## src/rtl/alu_operand_stage_if.sv

```systemverilog
// Request/result bundle for the ALU operand issue stage.
// The master side drives requests and consumes results; the slave side is the stage.
interface alu_operand_stage_if #(
  parameter int WIDTH = 16
);
  logic             in_valid;
  logic             in_ready;
  logic [WIDTH-1:0] in_a;
  logic [WIDTH-1:0] in_b;
  logic [2:0]       in_op;
  logic             out_valid;
  logic             out_ready;
  logic [WIDTH-1:0] out_a;
  logic [WIDTH-1:0] out_b;
  logic             out_cin;
  logic [2:0]       out_op;
  logic             gate_en;

  modport master (
    output in_valid, in_a, in_b, in_op, out_ready,
    input  in_ready, out_valid, out_a, out_b, out_cin, out_op, gate_en
  );

  modport slave (
    input  in_valid, in_a, in_b, in_op, out_ready,
    output in_ready, out_valid, out_a, out_b, out_cin, out_op, gate_en
  );
endinterface

```

## src/rtl/alu_operand_stage.sv

```systemverilog
// Issue stage ahead of the carry-lookahead adder: 2-entry queue of pre-conditioned
// operands plus an idle timer that drives the result-register clock-gate enable.
module alu_operand_stage #(
  parameter int WIDTH       = 16,
  parameter int IDLE_CYCLES = 4
) (
  input  logic                clk,
  input  logic                rst,
  alu_operand_stage_if.slave  bus
);

  localparam logic [3:0] IDLE_MAX = 4'(IDLE_CYCLES);

  typedef struct packed {
    logic [WIDTH-1:0] a;
    logic [WIDTH-1:0] b;
    logic             cin;
    logic [2:0]       op;
  } entry_t;

  // SUB/INC/DEC are mapped onto a plain adder by rewriting B and carry-in.
  function automatic entry_t condition_req(input logic [WIDTH-1:0] a,
                                           input logic [WIDTH-1:0] b,
                                           input logic [2:0]       op);
    entry_t e;
    e.a   = a;
    e.op  = op;
    e.b   = b;
    e.cin = 1'b0;
    case (op)
      3'b001: begin e.b = ~b;              e.cin = 1'b1; end
      3'b010: begin e.b = {WIDTH{1'b0}};   e.cin = 1'b1; end
      3'b011: begin e.b = {WIDTH{1'b1}};   e.cin = 1'b0; end
      default: begin e.b = b;              e.cin = 1'b0; end
    endcase
    return e;
  endfunction

  entry_t     head_r;
  entry_t     tail_r;
  logic [1:0] count_r;
  logic [3:0] idle_cnt_r;

  logic   in_ready_s;
  logic   out_valid_s;
  logic   push_s;
  logic   pop_s;
  logic   busy_s;
  entry_t cond_s;

  // Handshake qualifiers and conditioning of the incoming request.
  always_comb begin
    in_ready_s  = (count_r != 2'd2);
    out_valid_s = (count_r != 2'd0);
    push_s      = bus.in_valid & in_ready_s;
    pop_s       = out_valid_s & bus.out_ready;
    busy_s      = bus.in_valid | out_valid_s;
    cond_s      = condition_req(bus.in_a, bus.in_b, bus.in_op);
  end

  // Queue occupancy, head/tail storage and idle timer.
  always_ff @(posedge clk) begin
    if (rst) begin
      head_r     <= '0;
      tail_r     <= '0;
      count_r    <= 2'd0;
      idle_cnt_r <= IDLE_MAX;
    end else begin
      case ({push_s, pop_s})
        2'b10: begin
          if (count_r == 2'd0) begin
            head_r <= cond_s;
          end else begin
            tail_r <= cond_s;
          end
          count_r <= count_r + 2'd1;
        end
        2'b01: begin
          // Head keeps its last value when draining to empty so the adder stays quiet.
          if (count_r == 2'd2) begin
            head_r <= tail_r;
          end else begin
            head_r <= head_r;
          end
          count_r <= count_r - 2'd1;
        end
        2'b11: begin
          // Only reachable at count 1: the new entry replaces the departing head.
          head_r <= cond_s;
        end
        default: begin
          head_r <= head_r;
        end
      endcase

      if (busy_s) begin
        idle_cnt_r <= 4'd0;
      end else if (idle_cnt_r != IDLE_MAX) begin
        idle_cnt_r <= idle_cnt_r + 4'd1;
      end else begin
        idle_cnt_r <= idle_cnt_r;
      end
    end
  end

  assign bus.in_ready  = in_ready_s;
  assign bus.out_valid = out_valid_s;
  assign bus.out_a     = head_r.a;
  assign bus.out_b     = head_r.b;
  assign bus.out_cin   = head_r.cin;
  assign bus.out_op    = head_r.op;
  assign bus.gate_en   = busy_s | (idle_cnt_r != IDLE_MAX);

endmodule

```

## src/flat_wrapper.sv

```systemverilog
// flat-port wrapper written by rule: the top's interface ports become plain ports
module alu_operand_stage_flat 
#(
  parameter int WIDTH       = 16,
  parameter int IDLE_CYCLES = 4
)
  (clk, rst, bus_in_valid, bus_in_a, bus_in_b, bus_in_op, bus_out_ready, bus_in_ready, bus_out_valid, bus_out_a, bus_out_b, bus_out_cin, bus_out_op, bus_gate_en);
  alu_operand_stage_if #(.WIDTH(WIDTH)) bus_i ();
  input  logic clk;
  input  logic rst;
  input wire logic [$bits(bus_i.in_valid)-1:0] bus_in_valid;
  input wire logic [$bits(bus_i.in_a)-1:0] bus_in_a;
  input wire logic [$bits(bus_i.in_b)-1:0] bus_in_b;
  input wire logic [$bits(bus_i.in_op)-1:0] bus_in_op;
  input wire logic [$bits(bus_i.out_ready)-1:0] bus_out_ready;
  output wire logic [$bits(bus_i.in_ready)-1:0] bus_in_ready;
  output wire logic [$bits(bus_i.out_valid)-1:0] bus_out_valid;
  output wire logic [$bits(bus_i.out_a)-1:0] bus_out_a;
  output wire logic [$bits(bus_i.out_b)-1:0] bus_out_b;
  output wire logic [$bits(bus_i.out_cin)-1:0] bus_out_cin;
  output wire logic [$bits(bus_i.out_op)-1:0] bus_out_op;
  output wire logic [$bits(bus_i.gate_en)-1:0] bus_gate_en;
  assign bus_i.in_valid = bus_in_valid;
  assign bus_i.in_a = bus_in_a;
  assign bus_i.in_b = bus_in_b;
  assign bus_i.in_op = bus_in_op;
  assign bus_i.out_ready = bus_out_ready;
  assign bus_in_ready = bus_i.in_ready;
  assign bus_out_valid = bus_i.out_valid;
  assign bus_out_a = bus_i.out_a;
  assign bus_out_b = bus_i.out_b;
  assign bus_out_cin = bus_i.out_cin;
  assign bus_out_op = bus_i.out_op;
  assign bus_gate_en = bus_i.gate_en;
  alu_operand_stage #(.WIDTH(WIDTH), .IDLE_CYCLES(IDLE_CYCLES)) u_core (.clk(clk), .rst(rst), .bus(bus_i));
endmodule
```

## config.mk

```make
export PLATFORM = sky130hd
export DESIGN_NAME = alu_operand_stage_flat
export DESIGN_NICKNAME = d
export VERILOG_FILES = /design/src/rtl/alu_operand_stage_if.sv /design/src/rtl/alu_operand_stage.sv /design/src/flat_wrapper.sv
export SDC_FILE = /design/constraint.sdc
export NUM_CORES = 1
export LEC_CHECK = 0
export BUFFER_PORTS_ARGS = -buffer_cell sky130_fd_sc_hd__buf_2
export CAP_MARGIN = 10
export CORE_ASPECT_RATIO = 0.9
export CORE_MARGIN = 1
export CORE_UTILIZATION = 55
export CTS_CLUSTER_DIAMETER = 50
export DETAILED_ROUTE_END_ITERATION = 8
export PLACE_DENSITY = 0.79
export SLEW_MARGIN = 0
export SYNTH_ARGS = -nofsm -noshare
export SYNTH_HDL_FRONTEND = slang
export SYNTH_SLANG_ARGS = --single-unit
export TNS_END_PERCENT = 10
```

## constraint.sdc

```tcl
create_clock -name clk -period 3.9 [get_ports clk]
set_input_delay 0.78 -clock clk [delete_from_list [all_inputs] [get_ports clk]]
set_output_delay 0.78 -clock clk [all_outputs]
set_load 0.02 [all_outputs]
```

==> results of run 1 <==
==> state kept, by name, indices dropped and copies added (netlist names) <==
signal / count
u_core.bus.out_a: 16
u_core.bus.out_b: 16
u_core.bus.out_cin: 1
u_core.bus.out_op: 3
u_core.count_r: 2
u_core.idle_cnt_r: 4
u_core.tail_r: 36
==> cell families (layout without fill, tap and decap cells) <==
kind of cell / after synthesis / after routing
mux: 22 / 22
fa+ha+maj: 5 / 5
flops: 78 / 78
simple gates: 110 / 110
buf+inv: 59 / 111
compound gates: 149 / 149
xor+xnor: 3 / 3
==> area by class of cell <==
| type | count | share of cell area (%) |
|---|---|---|
| clock buffers | 11 | 3.32 |
| multi-input cells | 289 | 47.3 |
| flip-flops and latches | 78 | 34.3 |
| repair buffers | 87 | 10.1 |
| clock inverters | 5 | 1.78 |
| inverters | 8 | 0.659 |
| well taps | 93 | 2.55 |
==> power by group <==
part	switching [uW]	leakage (uW)	internal [uW]
combinational	1180	0.000883	672
sequential	166	0.000641	1070
clock	301	0.000116	395
total	1650	0.00164	2130
==> placed cells by master, fill, tap and decap left out, types with 8 or more instances in the layout <==
cell,instances
o2111ai_1,32
clkbuf_8,11
dfxtp_1,78
or4bb_1,14
a21oi_1,38
inv_1,8
nand2_1,75
a311oi_2,11
buf_4,10
a211oi_2,19
mux2i_1,21
buf_2,77
a211oi_1,36
==> through the flow <==
| step | power [uW] | util [%] | worst slack, ps | hold slack (ps) | instance area, sq um |
|---|---|---|---|---|---|
| 2_1_floorplan | 2680 | - | 1630 | 436 | 4020 |
| 4_1_cts | 3780 | 64.8 | 1140 | 459 | 4560 |
| 3_3_place_gp | 3040 | 61.4 | 1060 | 442 | 4330 |
| 5_1_grt | 3990 | 64.8 | 915 | 472 | 4560 |
| 6_report | 3780 | 64.8 | 1110 | 456 | 4560 |
| 3_5_place_dp | 3090 | 61.4 | 1020 | 448 | 4330 |
==> path summary, 6_finish.rpt <==
kind	from	end	slack, ps	cells past startpoint
setup / recovery	u_core.count_r[1]	u_core.bus.out_b[9]	1110	8
hold / removal	u_core.tail_r[33]	u_core.tail_r[33]	460	2
setup reg to reg	u_core.count_r[1]	u_core.bus.out_b[9]	1110	8
hold reg to reg	u_core.tail_r[33]	u_core.tail_r[33]	460	2
==> cell usage after synthesis, drive strengths merged <==
| master | number |
|---|---|
| dfxtp | 78 |
| nand2 | 75 |
| a211oi | 55 |
| a21oi | 38 |
| buf | 33 |
| o2111ai | 32 |
| mux2i | 22 |
| clkbuf | 18 |
| a311oi | 17 |
| or4bb | 14 |
| inv | 8 |
| nor2 | 7 |
| ha | 5 |
| nand2b | 3 |
| or3 | 3 |
| xnor2 | 3 |
| a211o | 2 |
| nand4bb | 2 |
| o21ai | 2 |
| a21o | 1 |
| nand3 | 1 |
| nand3b | 1 |
| nor2b | 1 |
| nor3 | 1 |
| o21a | 1 |
| o41ai | 1 |
| or2 | 1 |
| or3b | 1 |
==> critical path, cell delays in order, from the launching register on <==
cell	delay, ps
dfxtp_1	510
or2_1	220
nand2_1	110
inv_1	80
ha_2	650
buf_4	380
inv_1	310
o2111ai_1	200
a311oi_2	140
==> metal layers <==
layer  GRT usage [%]  vias up
met5               0        -
met3            6.14       18
met4            10.8        0
met2            44.2      116
li1                -     1700
met1            34.5     1739
==> out/metrics.cfg, run 1 <==
[grt]
antenna_found_initial = 0
grt_pass1_vias = 3459
grt_usage_pct = 27.0
grt_pass1_wl_um = 16600
grt_max_degree = 51
grt_overflow = 0

[setup_path]
start_kind = register
crit_type = register to register
crit_path_end_kind = register
crit_arrival_ps = 2970
worstPathMaxFanout = 25
required_ps = 4090

[die]
die_w_um = 92.1
coreArea_sq_um = 7040
rows = 29
initial_core_util_pct = 57.1
die-area_sq_um = 7650
die_h_um = 83.1
ios = 78

[cts]
cts_tree = done
cts_sinks = 78
htreeDepth = 3
hold_buffers = 0
clk_path_buf_depth = 2
cts.clk_slew.worst_paths_ps = 80
cts_resized = 0
clkLatencyLatePin_ps = 360
cts_setup_buffers = 0
numCtsBuffers = 9
cts_root_buf = clkbuf_8

[yosys]
synth_top_area_share_pct = 38.9
synth_fa_ha_area_share_pct = 1.56
synth.area.top_cells = dfxtp_1 39%, nand2_1 7.0%, o2111ai_1 7.0%
syn_area_sq_um = 4020
synthXorXnorAreaFrac_pct = 0.654
synth_compound_area_share_pct = 31.2
synth_mux_area_share_pct = 5.79
syn_nets = 470
ys_seq_area_share_pct = 38.9
ys_ff_latch = 78
syn_avg_cell_area_sq_um = 9.43
synth_top_area_cell = dfxtp_1
synthCells = 426
synth_top_family_by_area = compound AO/OA/AOI/OAI gates
synth_cell_types = 35
ys_warn_count = 0
synth-simple-area-share_pct = 14.4

[pwr]
vdd_drop_max_mv = 0.443
power_density_nw_per_um2 = 829
p_leak_uw = 0.00164

[sta]
hold_violations = 0
setup_viol = 0
maxSlewHeadroom_pct = 24.7
fin_crit_ps = 2790
rsz0062_at_grt = no
period_share_pct = 71.5
fin_tns_setup_ps = 0
max_freq_mhz = 359
drv_slew = 0
clock_skew_ps = 10.8
worst_pin_slew_ps = 1130

[route]
wl_met1_um = 4340
dr.pass1.iters = 4
routed-wl-met3_um = 614
drt-initial-drc-count = 379
routed.top_layer = met4
drt-total-wl_um = 9970
wl_per_cell_um = 17.5
drt.antenna.violating_nets = 0
vias = 3573
drc = 0
dr_wl_met2_um = 4840
detail_route.vias_per_cell = 6.26

[finish]
stdcell_count = 571
drive_above_1_share_pct = 29.3
diodes = 0
nets = 517
fill_cells = 594
syn_to_final_growth_pct = 13.5
multi_input_area_sq_um = 2160
seqCellArea_sq_um = 1560

[place]
place_hpwl_um = 6000
dpl.cell_count = 555
place_congestion = 0.784
port_buffers = 77

[outcome]
status = finished clean

[job]
drv_cap = 0

[min_path]
hold_class = register to register

(Power assumes the default switching activity.)
==> inputs of run 2 (changes only) <==
ABC_AREA = 1   (was not set)
PLACE_DENSITY = 0.8   (was 0.79)
clock period = 2.8 ns   (was 3.9 ns; I/O delays follow)
==> run 2 against run 1 <==
Effect of this change:
- final area fell by 1.6%
- maximum frequency increased by 36%
- synthesized area fell by 1.7%
- utilization increased by 1.6 points
- routed wire length is 9.0% lower
- critical path depth rose by 3
- global-route usage is 1.8 points lower
- largest cell class unchanged
- largest power group is now sequential cells
- highest routed layer unchanged
==> out/metrics.cfg, run 2 <==
[outcome]
status = finished clean

[cts]
cts_tree = done
cts_root_buf = clkbuf_8
hold_buffers = 0  ; unchanged
cts_sinks = 78  ; unchanged
htreeDepth = 3  ; unchanged
numCtsBuffers = 9  ; unchanged
clkLatencyLatePin_ps = 350  ; about the same
cts.clk_slew.worst_paths_ps = 80  ; about the same
clk_path_buf_depth = 2  ; unchanged
cts_setup_buffers = 0  ; unchanged
cts_resized = 0  ; unchanged

[route]
drc = 0  ; unchanged
drt-total-wl_um = 9070  ; -9.0%
wl_per_cell_um = 11.8  ; -33%
wl_met1_um = 4180  ; -3.9%
detail_route.vias_per_cell = 5.07  ; -19%
drt.antenna.violating_nets = 0  ; unchanged
dr.pass1.iters = 5  ; +1
routed.top_layer = met4
vias = 3910  ; +9.4%
routed-wl-met3_um = 463  ; -25%
drt-initial-drc-count = 176  ; -54%
dr_wl_met2_um = 4340  ; -10%

[finish]
nets = 720  ; +39%
regMostFlops = u_core.tail_r
diodes = 0  ; unchanged
drive_above_1_share_pct = 16.6  ; -13 points
final_common_cell = nand2_1
fill_cells = 622  ; +4.7%
largest_reg_flops = 36  ; unchanged
most-common-layout-cells = 191 x nand2_1, 82 x nor2_1, 80 x inv_1
syn_to_final_growth_pct = 13.6  ; about the same

[min_path]
hold_end = u_core.tail_r[34]
min-delay-start = bus_in_a[14]
min_path_cells = 3  ; +1
hold_class = input port to register

[yosys]
ys_seq_area_share_pct = 39.5  ; +0.65 points
synth_top_area_share_pct = 39.5  ; +0.65 points
synth_top_area_cell = dfxtp_1
synthArstFlopShare_pct = 0  ; unchanged
syn_avg_cell_area_sq_um = 6.38  ; -32%
ys_warn_count = 0  ; unchanged
synthCells = 619  ; +45%
ys_ff_latch = 78  ; unchanged
synth_edf_count = 0  ; unchanged
syn_area_sq_um = 3950  ; -1.7%
synth_cell_types = 22  ; -37%
yosysMostFrequentCell = nand2_1
syn_nets = 663  ; +41%
synth_flop_cell = dfxtp_1
synth.area.top_cells = dfxtp_1 40%, nand2_1 18%, nor2_1 7.8%
synthTopCellsByCount = 191 x nand2_1, 82 x nor2_1, 80 x inv_1, 78 x dfxtp_1, 45 x a21oi_1

[die]
ios = 78  ; unchanged
die-area_sq_um = 7530  ; -1.6%
coreArea_sq_um = 6760  ; -3.9%
initial_core_util_pct = 58.4  ; +1.4 points
die_w_um = 91.3  ; -0.81%
rows = 28  ; -3.4%
die_h_um = 82.4  ; -0.81%

[pwr]
switching_power_uw = 1570  ; -4.4%
vdd_drop_max_mv = 0.552  ; +25%
pwr-share-comb_pct = 38.7  ; -10 points
clkPwrFrac_pct = 21.8  ; +3.4 points
p_int_uw = 2320  ; +8.6%
fin_total_pwr_uw = 3890  ; +2.9%
p_leak_uw = 0.00253  ; +54%
power_density_nw_per_um2 = 867  ; +4.6%
pwr-share-seq_pct = 39.5  ; +6.9 points
p_sw_share_pct = 40.4  ; -3.1 points

[sta]
clock_skew_ps = 8.92  ; -1.92 ps
rsz0062_at_grt = no
fin_tns_setup_ps = 0  ; unchanged
maxSlewHeadroom_pct = 36.5  ; +12 points
worst_pin_slew_ps = 950  ; -180 ps
period_share_pct = 73.2  ; +1.8 points
fin_crit_ps = 2050  ; -736 ps
hold_violations = 0  ; unchanged
setup_viol = 0  ; unchanged
max_freq_mhz = 488  ; +36%
holdWs_ps = 459  ; +3.30 ps
drv_slew = 0  ; unchanged

[setup_path]
crit_type = register to register
startpoint = u_core.count_r[0]
worstReg2RegEnd = u_core.bus.out_b[15]
r2r_cells = 11  ; +3
start_kind = register
critPathMaxStageDelay_ps = 450  ; -200 ps
cp_common_cell = nand2_1
worstPathMaxFanout = 52  ; +110%
cp_cell_sequence = inv_2, nand2_4, nand2_1, inv_1, ha_2, nand2_2, nand3_4, nor2_1, nand2_1, nand2_1, inv_1
required_ps = 3050  ; -1040 ps
critical_path.slowest_cell = nand3_4
crit_arrival_ps = 2300  ; -670 ps
crit_path_end_kind = register
timing.rr.start = u_core.count_r[0]
worst-r2r-setup-slack_ps = 750  ; -360 ps

[place]
port_buffers = 77  ; unchanged
place_congestion = 0.780  ; -0.45%
place_hpwl_um = 5920  ; -1.3%

[grt]
grt_max_degree = 53  ; +3.9%
grt_usage_pct = 25.2  ; -1.8 points
grt_pass1_wl_um = 15100  ; -8.8%
grt_overflow = 0  ; unchanged
grt_pass1_vias = 3346  ; -3.3%
antenna_found_initial = 0  ; unchanged

[job]
drv_cap = 0  ; unchanged

## run 2: cell types whose count changed after synthesis, moves of 21 or more
cell       change
nor2_1        +76
mux2i_1       -21
inv_1         +72
nand2_1      +116
o2111ai_1     -32
a211oi_1      -35
o21ai_0       +29
## run 2: worst max-delay path by stage
stage	end	slack, ps	cells after the start
after floorplan	u_core.bus.out_b[15]	1120	11
after global placement	u_core.bus.out_b[14]	640	10
after detailed placement	u_core.bus.out_b[15]	600	10
after CTS	u_core.bus.out_b[15]	730	11
after global routing	u_core.bus.out_b[14]	460	11
final	u_core.bus.out_b[15]	750	11
## run 2: critical path, delay by kind of cell, from the launching register on
kind	cells	cell delay, ps
buf+inv	3	210
flops	1	340
fa+ha+maj	1	260
simple gates	7	1140
## run 2: metal layers
metal / vias up / global-route usage [%]
met4: 0 / 7.30
met2: 109 / 45.5
met1: 1774 / 30.8
met3: 10 / 5.40
li1: 2017 / -
met5: - / 0
## run 2: final cells by class
| class | count | area, sq um | share of cell area (%) |
|---|---|---|---|
| flip-flops and latches | 78 | 1560 | 34.8 |
| clock inverters | 6 | 61.3 | 1.37 |
| inverters | 85 | 319 | 7.11 |
| clock buffers | 10 | 138 | 3.07 |
| repair buffers | 85 | 445 | 9.93 |
| well taps | 90 | 113 | 2.51 |
| multi-input cells | 417 | 1850 | 41.2 |
## run 2: power by group through the flow
stage,logic [uW],clock network (uW),registers (uW)
floorplan,1030,0,1710
global route,1710,909,1570
detailed placement,1510,0,1560
CTS,1510,870,1540
finish,1510,849,1540
global placement,1470,0,1550
## run 2: logic make-up (layout without fill, tap and decap cells)
logic type | after synthesis | count (layout) | synth area share (%)
simple gates | 320 | 320 | 33.3
buf+inv | 124 | 186 | 13.7
compound gates | 90 | 90 | 11.5
flops | 78 | 78 | 39.5
fa+ha+maj | 5 | 5 | 1.58
xor+xnor | 2 | 2 | 0.444
## run 2: through the flow
step | worst slack [ps] | std cells | area [sq um] | utilization (%)
2_1_floorplan | 1120 | 619 | 3950 | -
3_3_place_gp | 641 | 755 | 4290 | 63.4
3_5_place_dp | 596 | 755 | 4290 | 63.4
4_1_cts | 732 | 771 | 4490 | 66.4
5_1_grt | 459 | 771 | 4490 | 66.4
6_report | 749 | 771 | 4490 | 66.4
